`config.mk`:
```
export PLATFORM = sky130hd
export DESIGN_NAME = lcd_frame_fetch_ctl
export DESIGN_NICKNAME = d
export VERILOG_FILES = /design/src/rtl/lcd_frame_fetch_ctl.sv
export SDC_FILE = /design/constraint.sdc
export NUM_CORES = 1
export LEC_CHECK = 0
export CAP_MARGIN = 20
export CORE_ASPECT_RATIO = 0.6
export CORE_UTILIZATION = 55
export DETAILED_ROUTE_END_ITERATION = 6
export HOLD_SLACK_MARGIN = 0.03
export PLACE_DENSITY = 0.85
export SETUP_SLACK_MARGIN = 0.1
export SYNTH_ARGS = -nofsm -noshare
export SYNTH_HDL_FRONTEND = slang
export SYNTH_SLANG_ARGS = --single-unit
```
`constraint.sdc`:
```
create_clock -name i_fifo_wr_clk -period 3.3 [get_ports i_fifo_wr_clk]
set_input_delay 0.99 -clock i_fifo_wr_clk [delete_from_list [all_inputs] [get_ports i_fifo_wr_clk]]
set_output_delay 0.99 -clock i_fifo_wr_clk [all_outputs]
set_load 0.05 [all_outputs]
```
`src/rtl/lcd_frame_fetch_ctl.sv`:
```
// ----------------------------------------------------------------------------
// lcd_frame_fetch_ctl
//
// Write-side scheduler for the LCD pixel FIFO. Walks the frame buffer
// linearly from FRAME_BASE_ADDR and issues one burst read request at a time
// to the AXI read engine. A request goes out only while the FIFO has room for
// a full burst. Each frame restarts on the LCD frame_sync pulse.
//
// A burst is never abandoned once it has been requested. A frame_sync or an
// enable drop that arrives while a burst is in flight is acted on only after
// that burst has completed.
//
// Ports
//   i_fifo_wr_clk   sole clock (FIFO write-clock domain)
//   i_rst           synchronous reset, active-high
//   i_enable        fetch enable, level
//   i_frame_sync    one-cycle pulse, start of vertical blanking
//   i_fifo_wr_cnt   FIFO fill level
//   i_fifo_full     FIFO full flag
//   o_fifo_flush    one-cycle FIFO reset pulse
//   o_rd_req        burst request, held until i_rd_ack
//   o_rd_addr       burst start byte address, stable while o_rd_req
//   o_rd_len        burst beats minus 1, stable while o_rd_req
//   i_rd_ack        read master accepted the request
//   i_rd_done       one-cycle pulse, last beat of the burst written to FIFO
//   o_frame_done    one-cycle pulse, last burst of the frame completed
//   o_busy          high while loading, checking, requesting or transferring
//   o_sync_err      sticky: frame_sync arrived before the frame was fetched
// ----------------------------------------------------------------------------
module lcd_frame_fetch_ctl #(
   parameter logic [31:0] FRAME_BASE_ADDR       = 32'h1000_0000,
   parameter int unsigned H_PIXELS              = 480,
   parameter int unsigned V_LINES               = 272,
   parameter int unsigned BYTES_PER_PIXEL       = 4,
   parameter int unsigned BURST_LEN             = 16,
   parameter int unsigned FIFO_ALMOSTFULL_DEPTH = 960
) (
   input  logic        i_fifo_wr_clk,
   input  logic        i_rst,
   input  logic        i_enable,
   input  logic        i_frame_sync,
   input  logic [9:0]  i_fifo_wr_cnt,
   input  logic        i_fifo_full,
   output logic        o_fifo_flush,
   output logic        o_rd_req,
   output logic [31:0] o_rd_addr,
   output logic [7:0]  o_rd_len,
   input  logic        i_rd_ack,
   input  logic        i_rd_done,
   output logic        o_frame_done,
   output logic        o_busy,
   output logic        o_sync_err
);

   localparam logic [23:0] FRAME_BEATS = 24'(H_PIXELS * V_LINES);
   localparam logic [23:0] BURST_BEATS = 24'(BURST_LEN);

   typedef enum logic [2:0] {
      StIdle,
      StWaitSync,
      StLoad,
      StCheck,
      StReq,
      StXfer
   } t_state;

   t_state      r_state;
   logic [31:0] r_rd_addr;
   logic [7:0]  r_rd_len;
   logic [23:0] r_beats_left;
   logic        r_sync_pend;
   logic        r_first;
   logic        r_rd_req;
   logic        r_fifo_flush;
   logic        r_frame_done;
   logic        r_busy;
   logic        r_sync_err;

   logic [10:0] w_space_sum;
   logic        w_space_ok;
   logic [8:0]  w_burst_beats;
   logic [8:0]  w_xfer_beats;
   logic [31:0] w_xfer_bytes;
   logic [23:0] w_beats_after;

   // 11-bit sum so a nearly full FIFO plus a long burst cannot wrap.
   assign w_space_sum = {1'b0, i_fifo_wr_cnt} + 11'(BURST_LEN);
   assign w_space_ok  = (w_space_sum <= 11'(FIFO_ALMOSTFULL_DEPTH)) && !i_fifo_full;

   // The last burst of a frame is shortened to whatever beats remain.
   assign w_burst_beats = (r_beats_left < BURST_BEATS) ? r_beats_left[8:0] : 9'(BURST_LEN);

   assign w_xfer_beats  = {1'b0, r_rd_len} + 9'd1;
   assign w_xfer_bytes  = 32'(w_xfer_beats) * BYTES_PER_PIXEL;
   assign w_beats_after = r_beats_left - 24'(w_xfer_beats);

   always_ff @(posedge i_fifo_wr_clk) begin
      if (i_rst) begin
         r_state      <= StIdle;
         r_rd_addr    <= FRAME_BASE_ADDR;
         r_rd_len     <= 8'd0;
         r_beats_left <= 24'd0;
         r_sync_pend  <= 1'b0;
         r_first      <= 1'b1;
         r_rd_req     <= 1'b0;
         r_fifo_flush <= 1'b0;
         r_frame_done <= 1'b0;
         r_busy       <= 1'b0;
         r_sync_err   <= 1'b0;
      end else begin
         r_fifo_flush <= 1'b0;
         r_frame_done <= 1'b0;

         // A frame_sync during a burst is remembered and serviced in StCheck.
         if (i_frame_sync && ((r_state == StReq) || (r_state == StXfer))) begin
            r_sync_pend <= 1'b1;
         end

         case (r_state)
            StIdle: begin
               r_busy <= 1'b0;
               if (i_enable) begin
                  r_state <= StWaitSync;
               end
            end

            StWaitSync: begin
               if (!i_enable) begin
                  r_state <= StIdle;
               end else if (i_frame_sync) begin
                  // Flush lands in the StLoad cycle; only the very first load flushes here.
                  r_fifo_flush <= r_first;
                  r_busy       <= 1'b1;
                  r_state      <= StLoad;
               end
            end

            StLoad: begin
               r_rd_addr    <= FRAME_BASE_ADDR;
               r_beats_left <= FRAME_BEATS;
               r_sync_pend  <= 1'b0;
               r_first      <= 1'b0;
               r_state      <= StCheck;
            end

            StCheck: begin
               if (!i_enable) begin
                  r_busy  <= 1'b0;
                  r_state <= StIdle;
               end else if (i_frame_sync || r_sync_pend) begin
                  // Sync with pixels still owed: the FIFO holds a partial frame, so
                  // drop it and record the error. A finished frame reloads quietly.
                  if (r_beats_left != 24'd0) begin
                     r_sync_err   <= 1'b1;
                     r_fifo_flush <= 1'b1;
                  end
                  r_state <= StLoad;
               end else if ((r_beats_left != 24'd0) && w_space_ok) begin
                  r_rd_len <= 8'(w_burst_beats - 9'd1);
                  r_rd_req <= 1'b1;
                  r_state  <= StReq;
               end
            end

            StReq: begin
               if (i_rd_ack) begin
                  r_rd_req <= 1'b0;
                  r_state  <= StXfer;
               end
            end

            StXfer: begin
               if (i_rd_done) begin
                  r_rd_addr    <= r_rd_addr + w_xfer_bytes;
                  r_beats_left <= w_beats_after;
                  r_frame_done <= (w_beats_after == 24'd0);
                  r_state      <= StCheck;
               end
            end

            default: begin
               r_rd_req <= 1'b0;
               r_busy   <= 1'b0;
               r_state  <= StIdle;
            end
         endcase
      end
   end

   assign o_fifo_flush = r_fifo_flush;
   assign o_rd_req     = r_rd_req;
   assign o_rd_addr    = r_rd_addr;
   assign o_rd_len     = r_rd_len;
   assign o_frame_done = r_frame_done;
   assign o_busy       = r_busy;
   assign o_sync_err   = r_sync_err;

endmodule

```
# Word level (Yosys, flattened, before mapping)

Index checks and enable logic that the tools add are counted.

Bits in registers: 74
Latch bits: 0
Bits in writable memories: 0
ROM bits: 0
Input port bits: 17
Output and inout bits: 45
Memories: 0

Add/sub/neg operators: 5
Multipliers: 0
Div/mod/pow operators: 0
Order comparisons: 2
Equality and inequality tests: 16
Shift-type cells: 0
Muxes and demuxes: 29
Bitwise logic cells: 5
Reduce and logical (&&, ||, !) cells: 20

Operators with widths:

| operator                                                                      | number |
|---|---|
| 32-bit case mux with 2 select lines                                           | 1 |
| 24-bit case mux with 2 select lines                                           | 1 |
| 32-bit by 11-bit adder with 32-bit output                                     | 1 |
| 32-bit two-way mux                                                            | 1 |
| 24-bit logical NOT                                                            | 1 |
| 24-bit by 5-bit less-than comparator with 1-bit output, second input constant | 1 |
| 24-bit two-way mux                                                            | 1 |
| 3-bit two-way mux                                                             | 8 |
| 24-bit nonzero test                                                           | 1 |
| 24-bit by 9-bit subtractor with 24-bit output                                 | 1 |
| 2-bit inequality test, second input constant                                  | 9 |
| 3-bit case mux with 6 select lines                                            | 1 |
| 1-bit two-way mux                                                             | 12 |
| 4-bit AND reduction                                                           | 3 |
| 10-bit by 5-bit adder with 11-bit output, second input constant               | 1 |
| 11-bit by 10-bit <= comparator with 1-bit output, second input constant       | 1 |
| 5-bit AND reduction                                                           | 2 |
| 8-bit by 1-bit adder with 9-bit output, second input constant                 | 1 |
| 8-bit two-way mux                                                             | 1 |
| 8-bit by 1-bit subtractor with 8-bit output, second input constant            | 1 |
| 3-bit by 2-bit equality test with 1-bit output, second input constant         | 2 |
| 3-bit equality test, second input constant                                    | 2 |
| 1-bit case mux with 3 select lines                                            | 2 |
| 3-bit OR reduction                                                            | 2 |
| 13 further kinds                                                              | 20 |

# Longest topological paths before layout

Gate-level depths: netlist of the first run.

Word-level depth: 8
Mapped depth: 15

# Worst setup path before layout of the first run

OpenSTA, ideal clock, no wires.

Path kind: register to register
Start point: reg r_rd_len[1], in the netlist o_rd_len[1]
End point: reg r_frame_done, in the netlist o_frame_done
Data arrival time: 3.267 ns
Data required time: 3.208 ns
Path slack: -0.059 ns
Cell stages (with the launch flop): 14
Buffers on the path: 1
Clock period less this slack: 3.359 ns
Path through: dfxtp_1 -> ha_1 -> nand3_1 -> nor2_1 -> xor2_1 -> inv_1 -> ha_1 -> clkbuf_1 -> a2111o_1 -> nor2_1 -> mux2_2 -> nor4_1 -> nand4b_1 -> nor4_1

Word-level cells in the longest chain between the ends: 3

RTL lines:

| what                                          | RTL line | source |
|---|---|---|
| from (decl)                                   | 69       | `logic [7:0] r_rd_len;` |
| from (signal assigned)                        | 159      | `r_rd_len <= 8'(w_burst_beats - 9'd1);` |
| 8-bit by 1-bit adder with 9-bit output        | 93       | `assign w_xfer_beats = {1'b0, r_rd_len} + 9'd1;` |
| 24-bit by 9-bit subtractor with 24-bit output | 95       | `assign w_beats_after = r_beats_left - 24'(w_xfer_beats);` |
| 24-bit logical NOT                            | 176      | `r_frame_done <= (w_beats_after == 24'd0);` |
| to (signal assigned)                          | 176      |  |
| to (decl)                                     | 75       | `logic r_frame_done;` |

Every way passes these cells.
A chain may end at the register's enable or synchronous reset.

# Worst setup path in the final report of the first run

Start point: reg r_rd_len[0], in the netlist o_rd_len[0]
End point: reg r_beats_left[19]

Word-level cells in the longest chain between the ends: 4

RTL lines:

| what                                          | RTL line | source |
|---|---|---|
| 8-bit by 1-bit adder with 9-bit output        | 93       |  |
| 24-bit by 9-bit subtractor with 24-bit output | 95       |  |
| 24-bit two-way mux                            | 173      | `if (i_rd_done) begin` |
| 24-bit case mux with 2 select lines           | 119      | `case (r_state)` |
| to (signal assigned)                          | 175      | `r_beats_left <= w_beats_after;` |
| to (decl)                                     | 70       | `logic [23:0] r_beats_left;` |

Every way passes these cells. The select of a mux whose other input is x is not followed.

==> results of run 1 <==
==> logic make-up (layout without fill, tap and decap cells) <==
| group | Yosys count | in the layout |
|---|---|---|
| XOR/XNOR | 40 | 40 |
| AND/OR/NAND/NOR | 210 | 210 |
| adder cells (fa/ha/maj) | 22 | 22 |
| AO/OA/AOI/OAI | 150 | 150 |
| other | 1 | 2 |
| buffers and inverters | 56 | 112 |
| multiplexers | 4 | 4 |
| flip-flops | 72 | 72 |
==> registers in the layout, indices dropped and copies added, names as in the netlist, 3 cells and up <==
register / count
o_rd_addr: 30
o_rd_len: 8
r_beats_left: 24
r_state: 3
==> per-layer routing <==
layer	global-route usage	part of all wire
met1	0.424	0.47
met2	0.465	0.42
met3	0.0924	0.10
met4	0.0997	0.015
met5	0	0
==> cell usage after synthesis, types with 8 or more instances <==
cell type  instances
dfxtp_1           72
nor2_1            65
a21oi_1           38
nand2_1           34
o21ai_0           28
clkbuf_1          26
nand3_1           24
xnor2_1           24
inv_1             22
ha_1              20
xor2_1            16
a31oi_1           14
nor3_1            11
a311oi_1           9
nand2b_1           9
a21o_1             8
==> worst max-delay path: cells and delay by family, from the launching register on <==
| family | cells | cell delay (ns) |
|---|---|---|
| AND/OR/NAND/NOR | 5 | 1.01 |
| buffers and inverters | 1 | 0.09 |
| flip-flops | 1 | 0.36 |
| XOR/XNOR | 1 | 0.17 |
| AO/OA/AOI/OAI | 3 | 0.92 |
| adder cells (fa/ha/maj) | 2 | 0.44 |
==> worst paths after layout <==
check	start	end	slack (ns)	cells after the start
hold reg to reg	r_first	r_first	0.45	1
setup / recovery	o_rd_len[0]	r_beats_left[19]	0.22	12
setup reg to reg	o_rd_len[0]	r_beats_left[19]	0.22	12
hold / removal	r_first	r_first	0.45	1
==> area by class of cell <==
type	instances	area, µm²
flip-flops and latches	72	1450
inverters	22	82.6
multi-input cells	428	2890
fillers	621	2290
clock inverters	7	120
well taps	108	135
repair buffers	74	698
clock buffers	9	225
==> per-stage QoR <==
stage / power (W) / setup slack [ns] / instance area, µm² / util / instances
2_1_floorplan: 0.00107 / 0.105 / 4470 / - / 556
3_3_place_gp: 0.00112 / 0.167 / 5140 / 0.652 / 702
3_5_place_dp: 0.00113 / 0.0160 / 5140 / 0.652 / 702
4_1_cts: 0.00225 / 0.0486 / 5500 / 0.697 / 718
5_1_grt: 0.00232 / 0.0868 / 5590 / 0.710 / 720
6_report: 0.00225 / 0.224 / 5590 / 0.710 / 720
==> report_power, final <==
part,leakage [nW],switching [W],internal (W)
Sequential,0.582,0.0000140,0.000877
Clock,0.166,0.000392,0.000739
Combinational,1.36,0.000139,0.0000904
Total,2.11,0.000545,0.00171
==> timing repair <==
item | in CTS | in global routing
buffers inserted | 0 | 2
gates resized for setup | 2 | 18
hold endpoints to repair | 0 | 0
setup endpoints to repair | 2 | 5
pin swaps | 0 | 7
==> results.sh, run 1 <==
export IMPL_status="finished, final reports clean"
export IMPL_finalCriticalPeriod_ns=3.08
export IMPL_row_count=25
export IMPL_cts_tree="yes"
export IMPL_totalWireLength_mm=12.7
export IMPL_synth_top_family_by_area="simple AND/OR/NAND/NOR gates"
export IMPL_crit_path_max_fanout=10
export IMPL_yosys_area_share_adder=0.0650
export IMPL_synth_compound_area_share=0.225
export IMPL_antenna_found_initial=0
export IMPL_cp_slowest_stage_delay_ns=0.49
export IMPL_criticalPathCategory="register to register"
export IMPL_slew_violations=0
export IMPL_diodes=0
export IMPL_setup_tns_ns=0
export IMPL_cts_buffer_depth=2
export IMPL_grt_pass1_wl_mm=20.6
export IMPL_grt_pass1_vias=4210
export IMPL_setup_violations=0
export IMPL_synth_seq_area_share=0.323
export IMPL_nNetsFinal=646
export IMPL_clock_sinks=72
export IMPL_worstPathCellList="ha_2 -> nand3_2 -> nor2_4 -> xor2_2 -> inv_1 -> ha_4 -> a2111o_1 -> o21ai_2 -> nand2_4 -> nor2_4 -> or4b_1 -> a21oi_2"
export IMPL_p_per_area_mw_per_mm2=403
export IMPL_die_x_um=118
export IMPL_die_h_um=71.8
export IMPL_mostFrequentLayoutCells="dfxtp_1, nor2_1, clkdlybuf4s50_1, a21oi_1, nand2_1"
export IMPL_grt_overflow=0
export IMPL_place_gp_congestion=0.912
export IMPL_layout_drive_gt1_share=0.111
export IMPL_synth_edff_count=0
export IMPL_cpMostUsedCell="nor2_4"
export IMPL_firstDrtPassIters=5
export IMPL_layout_commonest_cell="dfxtp_1"
export IMPL_grt_start_max_net_pins=39
export IMPL_clock_skew_ns=0.00810
export IMPL_vdd_drop_max_v=0.000328
export IMPL_max_cap_violations=0
export IMPL_yosys_area_top_type_share=0.323
export IMPL_synth_simple_area_share=0.246
export IMPL_synth_seq_cells=72
export IMPL_hold_path_class="register to register"
export IMPL_cts_root_buf="clkbuf_16"
export IMPL_synth_area_leaders="dfxtp_1, ha_1, nor2_1"
export IMPL_dp_hpwl_mm=8.87
export IMPL_design_die_area_mm2=0.00850
export IMPL_ys_flop_type="dfxtp_1"
export IMPL_post_drt_wl_per_cell_um=17.6
export IMPL_htree_levels=3
export IMPL_cp_slowest_cell="a2111o_1"
export IMPL_required_ns=3.56
export IMPL_synth_cells=555
export IMPL_holdWs_ns=0.453
export IMPL_start_kind="register"
export IMPL_cts_buffers=9
export IMPL_netlist_area_mm2=0.00447
export IMPL_drtIter0Drc=491
export IMPL_post_route_drc_count=0
export IMPL_synth_xor_area_frac=0.0784
export IMPL_insertion_delay_ns=0.34
export IMPL_start_util=0.567
export IMPL_syn_avg_cell_area_um2=8.05
export IMPL_core_mm2=0.00788
export IMPL_ys_async_sr_fraction=0
export IMPL_fmaxAchievable_mhz=325
export IMPL_vias_per_cell=6.22
export IMPL_pin_count=62
export IMPL_slew_headroom=0.528
export IMPL_end_kind="register"
export IMPL_p_leak_nw=2.11
export IMPL_yosysUniqueCellTypes=71
export IMPL_holdBufCountCts=0
export IMPL_hold_violations=0
export IMPL_crit_arrival_ns=3.33
export IMPL_antenna_left=0
export IMPL_yosysWarningCount=0
export IMPL_area_growth_synth_to_final_pct=25.2
export IMPL_path_clk_slew_ns=0.06
export IMPL_grt_setup_unrepaired="false"
export IMPL_tightest_slew_ns=0.706
export IMPL_grt_usage=0.308
export IMPL_synth_area_mux_share=0.00924
export IMPL_dr_total_vias=4479
export IMPL_synth_top_area_cell="dfxtp_1"
export IMPL_io_buffers=59
export IMPL_fin_crit_sh=0.932
No activity file was read; power rests on OpenSTA's default activity.
==> run 2, diff against run 1 <==
Settings changed: CTS_BUF_LIST from default to sky130_fd_sc_hd__clkbuf_16.
==> results of run 2 <==
Same layout as run 1: the final DEF is identical, and so are final timing and power.
